### src/rtl/uart_byte_rx.sv
// uart_byte_rx: 8N1 UART byte receiver with a one-cycle byte strobe.
// data_o carries the received byte only in the valid_o cycle, 0x00 otherwise.
// Optional even-parity (8E1) support is compiled in with the UART_PARITY_EN macro.
module uart_byte_rx #(
   parameter int unsigned CLKS_PER_BIT = 16
) (
   input  logic       clk,
   input  logic       rst,
   input  logic       rxd,
   output logic [7:0] data_o,
   output logic       valid_o,
   output logic       frame_err_o,
   output logic       busy_o
);

   localparam int unsigned TW = $clog2(CLKS_PER_BIT);
   localparam logic [TW-1:0] HALF_M1 = TW'(CLKS_PER_BIT / 2 - 1);
   localparam logic [TW-1:0] FULL_M1 = TW'(CLKS_PER_BIT - 1);

   typedef enum logic [2:0] {
      S_IDLE,
      S_START,
      S_DATA,
`ifdef UART_PARITY_EN
      S_PARITY,
`endif
      S_STOP,
      S_WAIT_HIGH
   } state_t;

   state_t          state_q, state_d;
   logic            rxd_meta_q, rxd_s_q;
   logic [TW-1:0]   timer_q, timer_d;
   logic [2:0]      idx_q, idx_d;
   logic [7:0]      shift_q, shift_d;
   logic [7:0]      data_q, data_d;
   logic            valid_q, valid_d;
   logic            ferr_q, ferr_d;
   logic            par_bad;
   logic            tick_half, tick_full;

`ifdef UART_PARITY_EN
   logic            par_err_q, par_err_d;
`endif

   assign tick_half = (timer_q == HALF_M1);
   assign tick_full = (timer_q == FULL_M1);

`ifdef UART_PARITY_EN
   assign par_bad = par_err_q;
`else
   assign par_bad = 1'b0;
`endif

   // Two-flop synchronizer for the asynchronous line; idles high out of reset.
   always_ff @(posedge clk) begin
      if (rst) begin
         rxd_meta_q <= 1'b1;
         rxd_s_q    <= 1'b1;
      end else begin
         rxd_meta_q <= rxd;
         rxd_s_q    <= rxd_meta_q;
      end
   end

   // FSM state register.
   always_ff @(posedge clk) begin
      if (rst) begin
         state_q <= S_IDLE;
      end else begin
         state_q <= state_d;
      end
   end

   // Bit timer, bit index, shift register (and parity flag) registers.
   always_ff @(posedge clk) begin
      if (rst) begin
         timer_q <= '0;
         idx_q   <= '0;
         shift_q <= '0;
`ifdef UART_PARITY_EN
         par_err_q <= 1'b0;
`endif
      end else begin
         timer_q <= timer_d;
         idx_q   <= idx_d;
         shift_q <= shift_d;
`ifdef UART_PARITY_EN
         par_err_q <= par_err_d;
`endif
      end
   end

   // Next-state and datapath update logic.
   always_comb begin
      state_d = state_q;
      timer_d = timer_q + TW'(1);
      idx_d   = idx_q;
      shift_d = shift_q;
`ifdef UART_PARITY_EN
      par_err_d = par_err_q;
`endif
      case (state_q)
         S_IDLE: begin
            timer_d = '0;
            if (!rxd_s_q) begin
               state_d = S_START;
            end
         end
         S_START: begin
`ifdef UART_PARITY_EN
            par_err_d = 1'b0;
`endif
            if (tick_half) begin
               timer_d = '0;
               idx_d   = '0;
               state_d = rxd_s_q ? S_IDLE : S_DATA;
            end
         end
         S_DATA: begin
            if (tick_full) begin
               timer_d = '0;
               shift_d = {rxd_s_q, shift_q[7:1]};
               idx_d   = idx_q + 3'd1;
               if (idx_q == 3'd7) begin
`ifdef UART_PARITY_EN
                  state_d = S_PARITY;
`else
                  state_d = S_STOP;
`endif
               end
            end
         end
`ifdef UART_PARITY_EN
         S_PARITY: begin
            if (tick_full) begin
               timer_d   = '0;
               par_err_d = ^{shift_q, rxd_s_q};
               state_d   = S_STOP;
            end
         end
`endif
         S_STOP: begin
            if (tick_full) begin
               timer_d = '0;
               state_d = rxd_s_q ? S_IDLE : S_WAIT_HIGH;
            end
         end
         S_WAIT_HIGH: begin
            timer_d = '0;
            if (rxd_s_q) begin
               state_d = S_IDLE;
            end
         end
         default: begin
            timer_d = '0;
            state_d = S_IDLE;
         end
      endcase
   end

   // Output decode: strobe byte or error at the stop-bit sample.
   always_comb begin
      valid_d = 1'b0;
      ferr_d  = 1'b0;
      data_d  = '0;
      busy_o  = (state_q != S_IDLE);
      if (state_q == S_STOP && tick_full) begin
         if (rxd_s_q && !par_bad) begin
            valid_d = 1'b1;
            data_d  = shift_q;
         end else begin
            ferr_d = 1'b1;
         end
      end
   end

   // Registered outputs; data_o returns to 0x00 whenever no byte is strobed.
   always_ff @(posedge clk) begin
      if (rst) begin
         data_q  <= '0;
         valid_q <= 1'b0;
         ferr_q  <= 1'b0;
      end else begin
         data_q  <= data_d;
         valid_q <= valid_d;
         ferr_q  <= ferr_d;
      end
   end

   assign data_o      = data_q;
   assign valid_o     = valid_q;
   assign frame_err_o = ferr_q;

endmodule

### config.mk
export PLATFORM = sky130hd
export DESIGN_NAME = uart_byte_rx
export DESIGN_NICKNAME = d
export VERILOG_FILES = /design/src/rtl/uart_byte_rx.sv
export SDC_FILE = /design/constraint.sdc
export NUM_CORES = 1
export LEC_CHECK = 0
export CAP_MARGIN = 0
export CORE_ASPECT_RATIO = 0.8
export CORE_MARGIN = 10
export CORE_UTILIZATION = 45
export DETAILED_ROUTE_END_ITERATION = 10
export GPL_TIMING_DRIVEN = 0
export PLACE_DENSITY = 0.67
export SYNTH_ARGS = -nofsm -noshare
export SYNTH_HDL_FRONTEND = slang
export SYNTH_SLANG_ARGS = --single-unit
### constraint.sdc
create_clock -name clk -period 3.09 [get_ports clk]
set_input_delay 0.309 -clock clk [delete_from_list [all_inputs] [get_ports clk]]
set_output_delay 0.309 -clock clk [all_outputs]
set_load 0.1 [all_outputs]
Word-level counts from Yosys, hierarchy flattened

Index checks and enable logic that the tools add are counted.

Input port bits: 3
Register bits after elaboration: 30

Reduce and logical (&&, ||, !) cells: 10
Eq/ne operators: 13
$add $sub $neg: 2
Bitwise gates (word level): 2
Mux-type cells: 17

Operators by type and width:

| operator              | number |
|---|---|
| $mux W3               | 9 |
| $pmux W3 S5           | 1 |
| $ne A2 B2 Y1 const B  | 6 |
| $mux W4               | 2 |
| $pmux W4 S2           | 1 |
| $eq A3 B2 Y1 const B  | 2 |
| $eq A3 B3 Y1 const B  | 2 |
| $pmux W3 S2           | 1 |
| $reduce_and A6 Y1     | 1 |
| $add A4 B1 Y4 const B | 1 |
| $eq A4 B3 Y1 const B  | 1 |
| $eq A4 B4 Y1 const B  | 1 |
| $reduce_or A2 Y1      | 2 |
| $add A3 B1 Y3 const B | 1 |
| $eq A3 B1 Y1 const B  | 1 |
| $logic_not A3 Y1      | 1 |
| $reduce_and A3 Y1     | 1 |
| $reduce_bool A3 Y1    | 1 |
| $reduce_or A3 Y1      | 1 |
| $mux W1               | 2 |
| $mux W2               | 1 |
| $not A1 Y1            | 2 |
| $reduce_and A2 Y1     | 1 |
| $reduce_bool A2 Y1    | 1 |
| $logic_and A1 B1 Y1   | 1 |

Depth between registers and ports, before layout

Gate-level depths: netlist (run 1).

Word-level depth: 4
Mapped depth: 5

Worst setup path after synthesis (run 1)

Ideal clock, no wire load.

Path kind: register to output
Start point: reg state_q[2]
End point: out busy_o
Data required time: 2781 ps
Setup slack: 1476 ps
Stages on the path, launching flop included: 3
Data arrival time: 1305 ps
Cells stage by stage: dfxtp_1 clkbuf_1 or3_1

Cells in the longest elaborated chain, start to end: 1

Ends and longest elaborated chain:

| what                   | line | text |
|---|---|---|
| start, declared        | 31   | `state_t state_q, state_d;` |
| start signal, assigned | 71   | `state_q <= state_d;` |
| $reduce_bool A3 Y1     | 167  | `busy_o = (state_q != S_IDLE);` |
| end, declared          | 13   | `output logic busy_o` |

No other way between the ends.

Worst setup path in the final report (run 1)

Ends and elaborated chain as after synthesis.

==> reports/qor.yml, run 1 <==
outcome:
  outcome: "complete, no violations"
clocking:
  clkTransAtPathRegs_ns: 0.09
  cts_sinks: 30
  clock_latency_ns: 0.33
  clock_path_buffers: 2
  cts_root_buffer: "clkbuf_4"
  cts_resized: 0
  numCtsBuffers: 5
  htreeDepth: 2
  tritoncts: "built"
  holdBufCountCts: 0
  cts_setup_buffers: 0
power:
  power_w: 0.0006216
  powerDensity_nw_per_um2: 449.2
  peakVddDrop_mv: 0.2624
  p_leak_nw: 0.5015
logic_synthesis:
  synth_compound_area_share_pct: 15.17
  yosysUniqueCellTypes: 33
  yosys.area.top_type: "dfxtp_1"
  synth_top_area_share_pct: 51.28
  async_flop_share_pct: 0
  ys_warn_count: 0
  synth_edf_count: 0
  synthCells: 121
  synth.net_count: 127
  synthSimpleGateAreaFrac_pct: 22.54
  synth_top_family_by_area: "simple AND/OR/NAND/NOR gates"
  synthFlopType: "dfxtp_1"
  yosysSeqAreaShare_pct: 51.28
  yosys-top-cells-area: "dfxtp_1 (51%), and2_1 (5.3%), a21oi_1 (4.3%)"
  synth-adder-area-share_pct: 3.205
  synth_mux_area_share_pct: 0
  synth-xor-area-share_pct: 2.244
  synth.avg_cell_area_sq_um: 9.679
  syn_area_sq_um: 1171
  synth.ff_latch_count: 30
grt:
  grt_pass1_vias: 819
  antenna_found_initial: 0
  grt_max_degree: 11
  grt_overflow: 0
  grt_pass1_wl_mm: 3.657
  grt_util_all_layers_pct: 9.132
hold_path:
  worstHoldPathType: "reg2reg"
  hold_depth: 1
layout:
  stdcell_area_sq_um: 1384
  n_fill_cell: 237
  nets: 146
  area_growth_pct: 18.16
  final_cell_mix: "dfxtp_1 (30), clkdlybuf4s50_1 (12), and2_1 (10), a21oi_1 (10), nand3_1 (10)"
  drive_gt1_share_pct: 13.57
  num_antenna_cells: 0
  final_common_cell: "dfxtp_1"
timing:
  tightest_slew_ns: 0.9859
  finalHoldViolations: 0
  hold_slack_ns: 0.4204
  min_period_over_period_pct: 82.58
  timing.slew.headroom_pct: 34.07
  fin_skew_ns: 0.006577
  min_period_ns: 2.552
  rsz0062_at_grt: "false"
  drv_slew: 0
  fmax_mhz: 391.9
  setup_viol: 0
  setup_tns_ns: 0
critical_path:
  startpoint_type: "flop"
  worstPathRequired_ns: 2.78
  path_class: "reg2out"
  cp_max_fo: 8
  cp.arrival_ns: 2.24
  worstSetupEndpointType: "output port"
  r2r_cells: 4
run:
  maxCapViolCount: 0
drt:
  drcViolationCount: 0
  drt_iter0_markers: 50
  drtAntennaViolNets: 0
  wl_mm: 2.237
  wl_per_cell_um: 12.71
  num_vias: 880
  vias_per_cell: 5.000
  dr.pass1.iters: 4
placement:
  placed_area_sq_um: 1336
  gp_congestion: 0.7879
  dp_hpwl_mm: 1.587
  portBuffers: 12
die:
  die-area_sq_um: 5056
  initial_utilization_pct: 47.56
  fp-row-count: 16
  die_h_um: 65.63
  num_io_pins: 14
  fp.dieW_um: 77.04
  core_area_sq_um: 2462
-- synth_stat cells (all sizes together) (2+ instances only) --
master and instances:
nand2 4, dfxtp 30, o21ai 9, buf 6, nand3 10, inv 4
a21oi 10, o32ai 2, clkbuf 3, and2 10, xor2 2, nand2b 2
or2 2, nor2 5, nor3 3, or3b 2, ha 3, a211oi 4
-- flip-flops by register name (all words and copies together), names as in the netlist --
name / count
rxd_s_q: 1
rxd_meta_q: 1
idx_q: 3
frame_err_o: 1
valid_o: 1
data_o: 8
shift_q: 8
timer_q: 4
state_q: 3
-- kinds of logic (layout without fill, tap and decap cells) --
group	after synthesis	count (layout)
adder cells (fa/ha/maj)	3	3
AO/OA/AOI/OAI	28	28
flip-flops	30	30
XOR/XNOR	3	3
buffers and inverters	13	32
AND/OR/NAND/NOR	44	44
-- layer usage --
| layer | up-vias | global-route usage, % | wire (um) |
|---|---|---|---|
| met3 | 5 | 4.212 | 129 |
| li1 | 456 | - | - |
| met1 | 403 | 10.66 | 1129 |
| met5 | - | 0 | 0 |
| met4 | 0 | 5.455 | 40 |
| met2 | 16 | 13.55 | 938 |
-- final timing paths --
path / start / end / slack, ns
hold / removal: rxd_meta_q$_SDFF_PP1_ / rxd_s_q$_SDFF_PP1_ / 0.42
setup / recovery: state_q[2]$_SDFFE_PP0P_ / busy_o / 0.54
hold reg to reg: rxd_meta_q$_SDFF_PP1_ / rxd_s_q$_SDFF_PP1_ / 0.42
setup reg to reg: timer_q[0]$_SDFF_PP0_ / state_q[2]$_SDFFE_PP0P_ / 1.51
-- through the flow --
| step | cells | worst slack (ns) | util, % |
|---|---|---|---|
| after detailed placement | 169 | 0.8865 | 54.27 |
| after global placement | 169 | 0.8742 | 54.27 |
| after CTS | 176 | 0.5255 | 56.20 |
| after floorplan | 121 | 1.476 | - |
| final | 176 | 0.5383 | 56.20 |
| after global routing | 176 | 0.4358 | 56.20 |
-- worst max-delay path: stages (launching register included) --
cell and delay [ns]:
dfxtp_1 0.31, clkbuf_1 0.31, or3_1 0.17, clkdlybuf4s50_1 1.12
-- power breakdown --
part	internal, W	leakage, nW	switching [W]
combinational	0.00000711	0.228	0.0000140
clock	0.0000815	0.0308	0.000129
sequential	0.000389	0.242	0.00000158
-- area by class of cell --
| type | count | area [sq um] | area share (%) |
|---|---|---|---|
| Clock buffer | 5 | 37.54 | 2.712 |
| Timing Repair Buffer | 12 | 120.1 | 8.680 |
| Sequential cell | 30 | 600.6 | 43.40 |
| Buffer | 9 | 50.05 | 3.617 |
| Multi-Input combinational cell | 78 | 505.5 | 36.53 |
| Tap cell | 36 | 45.04 | 3.255 |
| Inverter | 4 | 15.01 | 1.085 |
| Clock inverter | 2 | 10.01 | 0.7233 |
Note: power is estimated with default switching activity, not from simulation.
==> run 2: changes to the inputs <==
Settings changed: PLACE_DENSITY 0.67 to 0.69.
Clock period 3.09 ns to 2.3 ns, I/O delays scaled along.
==> reports/qor.yml, run 2 (synthesis gave the netlist of run 1 again) <==
power:
  p_leak_nw: 0.5070  # was 0.5015 nW
  peakVddDrop_mv: 0.3601  # was 0.2624 mV
  power_w: 0.0008773  # was 0.0006216 W
  powerDensity_nw_per_um2: 630.5  # was 449.2 nW/um^2
outcome:
  outcome: "complete, no violations"  # unchanged
layout:
  num_antenna_cells: 0  # unchanged
  final_cell_mix: "dfxtp_1 (30), clkdlybuf4s50_1 (11), and2_1 (10), a21oi_1 (10), nand3_1 (10)"  # was dfxtp_1 (30), clkdlybuf4s50_1 (12), and2_1 (10), a21oi_1 (10), nand3_1 (10)
  nets: 146  # unchanged
  fin_cells: 177  # was 176
  area_growth_pct: 18.80  # was 18.16%
  final_common_cell: "dfxtp_1"  # unchanged
  final_core_util_pct: 56.50  # was 56.20%
  drive_gt1_share_pct: 14.18  # was 13.57%
hold_path:
  hold_depth: 2  # was 1
  whs_endpoint: "state_q[0]$_SDFFE_PP0P_"  # was rxd_s_q$_SDFF_PP1_
  hp-start: "rst"  # was rxd_meta_q$_SDFF_PP1_
  worstHoldPathType: "in2reg"  # was reg2reg
clocking:
  clock_latency_ns: 0.33  # about the same
  htreeDepth: 2  # unchanged
  cts_resized: 1  # was 0
  cts_root_buffer: "clkbuf_4"  # unchanged
  cts_setup_buffers: 0  # unchanged
  cts_sinks: 30  # unchanged
  numCtsBuffers: 5  # unchanged
  clkTransAtPathRegs_ns: 0.09  # about the same
  tritoncts: "built"  # unchanged
  clock_path_buffers: 2  # unchanged
  holdBufCountCts: 0  # unchanged
timing:
  min_period_over_period_pct: 87.75
  setup_viol: 0  # unchanged
  fmax_mhz: 495.5
  fin_skew_ns: 0.005363  # was 0.006577 ns
  setup_ws_ns: 0.2819  # was 0.5383 ns
  timing.slew.headroom_pct: 34.74  # was 34.07%
  tightest_slew_ns: 0.9758  # was 0.9859 ns
  finalHoldViolations: 0  # unchanged
  min_period_ns: 2.018
  setup_tns_ns: 0  # unchanged
  drv_slew: 0  # unchanged
  rsz0062_at_grt: "false"  # unchanged
critical_path:
  worstSetupEndpointType: "output port"  # unchanged
  r2r_cells: 4  # unchanged
  critical-path-top-delay-family: "buffers and inverters"  # unchanged
  cp_max_fo: 1  # was 8
  cp_cell_sequence: "clkdlybuf4s50_1"  # was clkbuf_1 -> or3_1 -> clkdlybuf4s50_1
  worstPathRequired_ns: 2.07  # was 2.78 ns
  crit_path_top_delay_cell: "clkdlybuf4s50_1"  # unchanged
  cp.arrival_ns: 1.79  # was 2.24 ns
  reg2reg_slack_ns: 0.71  # was 1.51 ns
  worstReg2RegEnd: "state_q[2]$_SDFFE_PP0P_"  # unchanged
  startpoint_type: "flop"  # unchanged
  r2r-start: "timer_q[0]$_SDFF_PP0_"  # unchanged
  crit_buf_inv: 1  # was 2
  max_stage_delay_ns: 1.13  # was 1.12 ns
  path_class: "reg2out"  # unchanged
drt:
  dr.pass1.iters: 4  # unchanged
  drtAntennaViolNets: 0  # unchanged
  num_vias: 920  # was 880
  vias_per_cell: 5.198  # was 5.000
  drcViolationCount: 0  # unchanged
  wl_mm: 2.324  # was 2.237 mm
  drt_iter0_markers: 54  # was 50
  wl_per_cell_um: 13.13  # was 12.71 um
die:
  num_io_pins: 14  # unchanged
  fp-row-count: 16  # unchanged
  fp.dieW_um: 77.04  # unchanged
  die_h_um: 65.63  # unchanged
  die-area_sq_um: 5056  # unchanged
  initial_utilization_pct: 47.56  # unchanged
  core_area_sq_um: 2462  # unchanged
placement:
  portBuffers: 12  # unchanged
  gp_congestion: 0.8323  # was 0.7879
  pre_cts_ws_ns: 0.1083  # was 0.8865 ns
  dp_hpwl_mm: 1.646  # was 1.587 mm
  dpl.cell_count: 169  # unchanged
grt:
  grt_pass1_wl_mm: 3.995  # was 3.657 mm
  grt_max_degree: 11  # unchanged
  grt_util_all_layers_pct: 10.04  # was 9.132%
  grt_pass1_vias: 884  # was 819
  grt_overflow: 0  # unchanged
  antenna_found_initial: 0  # unchanged
run:
  maxCapViolCount: 0  # unchanged
-- run 2: cell count changes in the layout (fill, tap and decap cells not counted) --
cell / delta
clkbuf_8: +1
clkdlybuf4s50_1: -1
clkbuf_2: +1
clkbuf_1: +1
clkinv_2: -1
-- run 2: per-layer routing --
metal | GRT usage (%) | up-vias | share of wire [%] | wire [um]
met5 | 0 | - | 0 | 0
met4 | 5.682 | 0 | 2.2 | 51
met3 | 5.978 | 7 | 7.6 | 176
met2 | 14.60 | 18 | 45 | 1036
met1 | 11.27 | 433 | 46 | 1059
li1 | - | 462 | - | -
-- run 2: worst max path at each step --
stage	start	end	slack, ns	cells past startpoint
final	data_o[4]$_SDFF_PP0_	data_o[4]	0.28	1
after global routing	data_o[0]$_SDFF_PP0_	data_o[0]	0.20	1
after CTS	state_q[2]$_SDFFE_PP0P_	busy_o	0.01	3
after floorplan	state_q[2]$_SDFFE_PP0P_	busy_o	0.77	2
after detailed placement	state_q[2]$_SDFFE_PP0P_	busy_o	0.11	3
after global placement	state_q[2]$_SDFFE_PP0P_	busy_o	0.16	3
-- run 2: final cells by class --
class	count	area (sq um)
Tap cell	36	45.04
Timing Repair Buffer	12	115.1
Fill cell	230	1071
Buffer	9	50.05
Clock inverter	1	5.005
Inverter	4	15.01
Clock buffer	7	55.05
Sequential cell	30	600.6
Multi-Input combinational cell	78	505.5
-- run 2: metrics by stage --
stage | hold slack, ns | instance area, sq um
global placement | 0.3971 | 1336
global route | 0.3644 | 1391
finish | 0.3371 | 1391
detailed placement | 0.4147 | 1336
CTS | 0.3137 | 1395
floorplan | 0.3338 | 1171
-- run 2: where the power goes --
part | switching [W] | internal [W]
sequential | 0.00000239 | 0.000522
clock | 0.000177 | 0.000148
combinational | 0.0000189 | 0.00000869
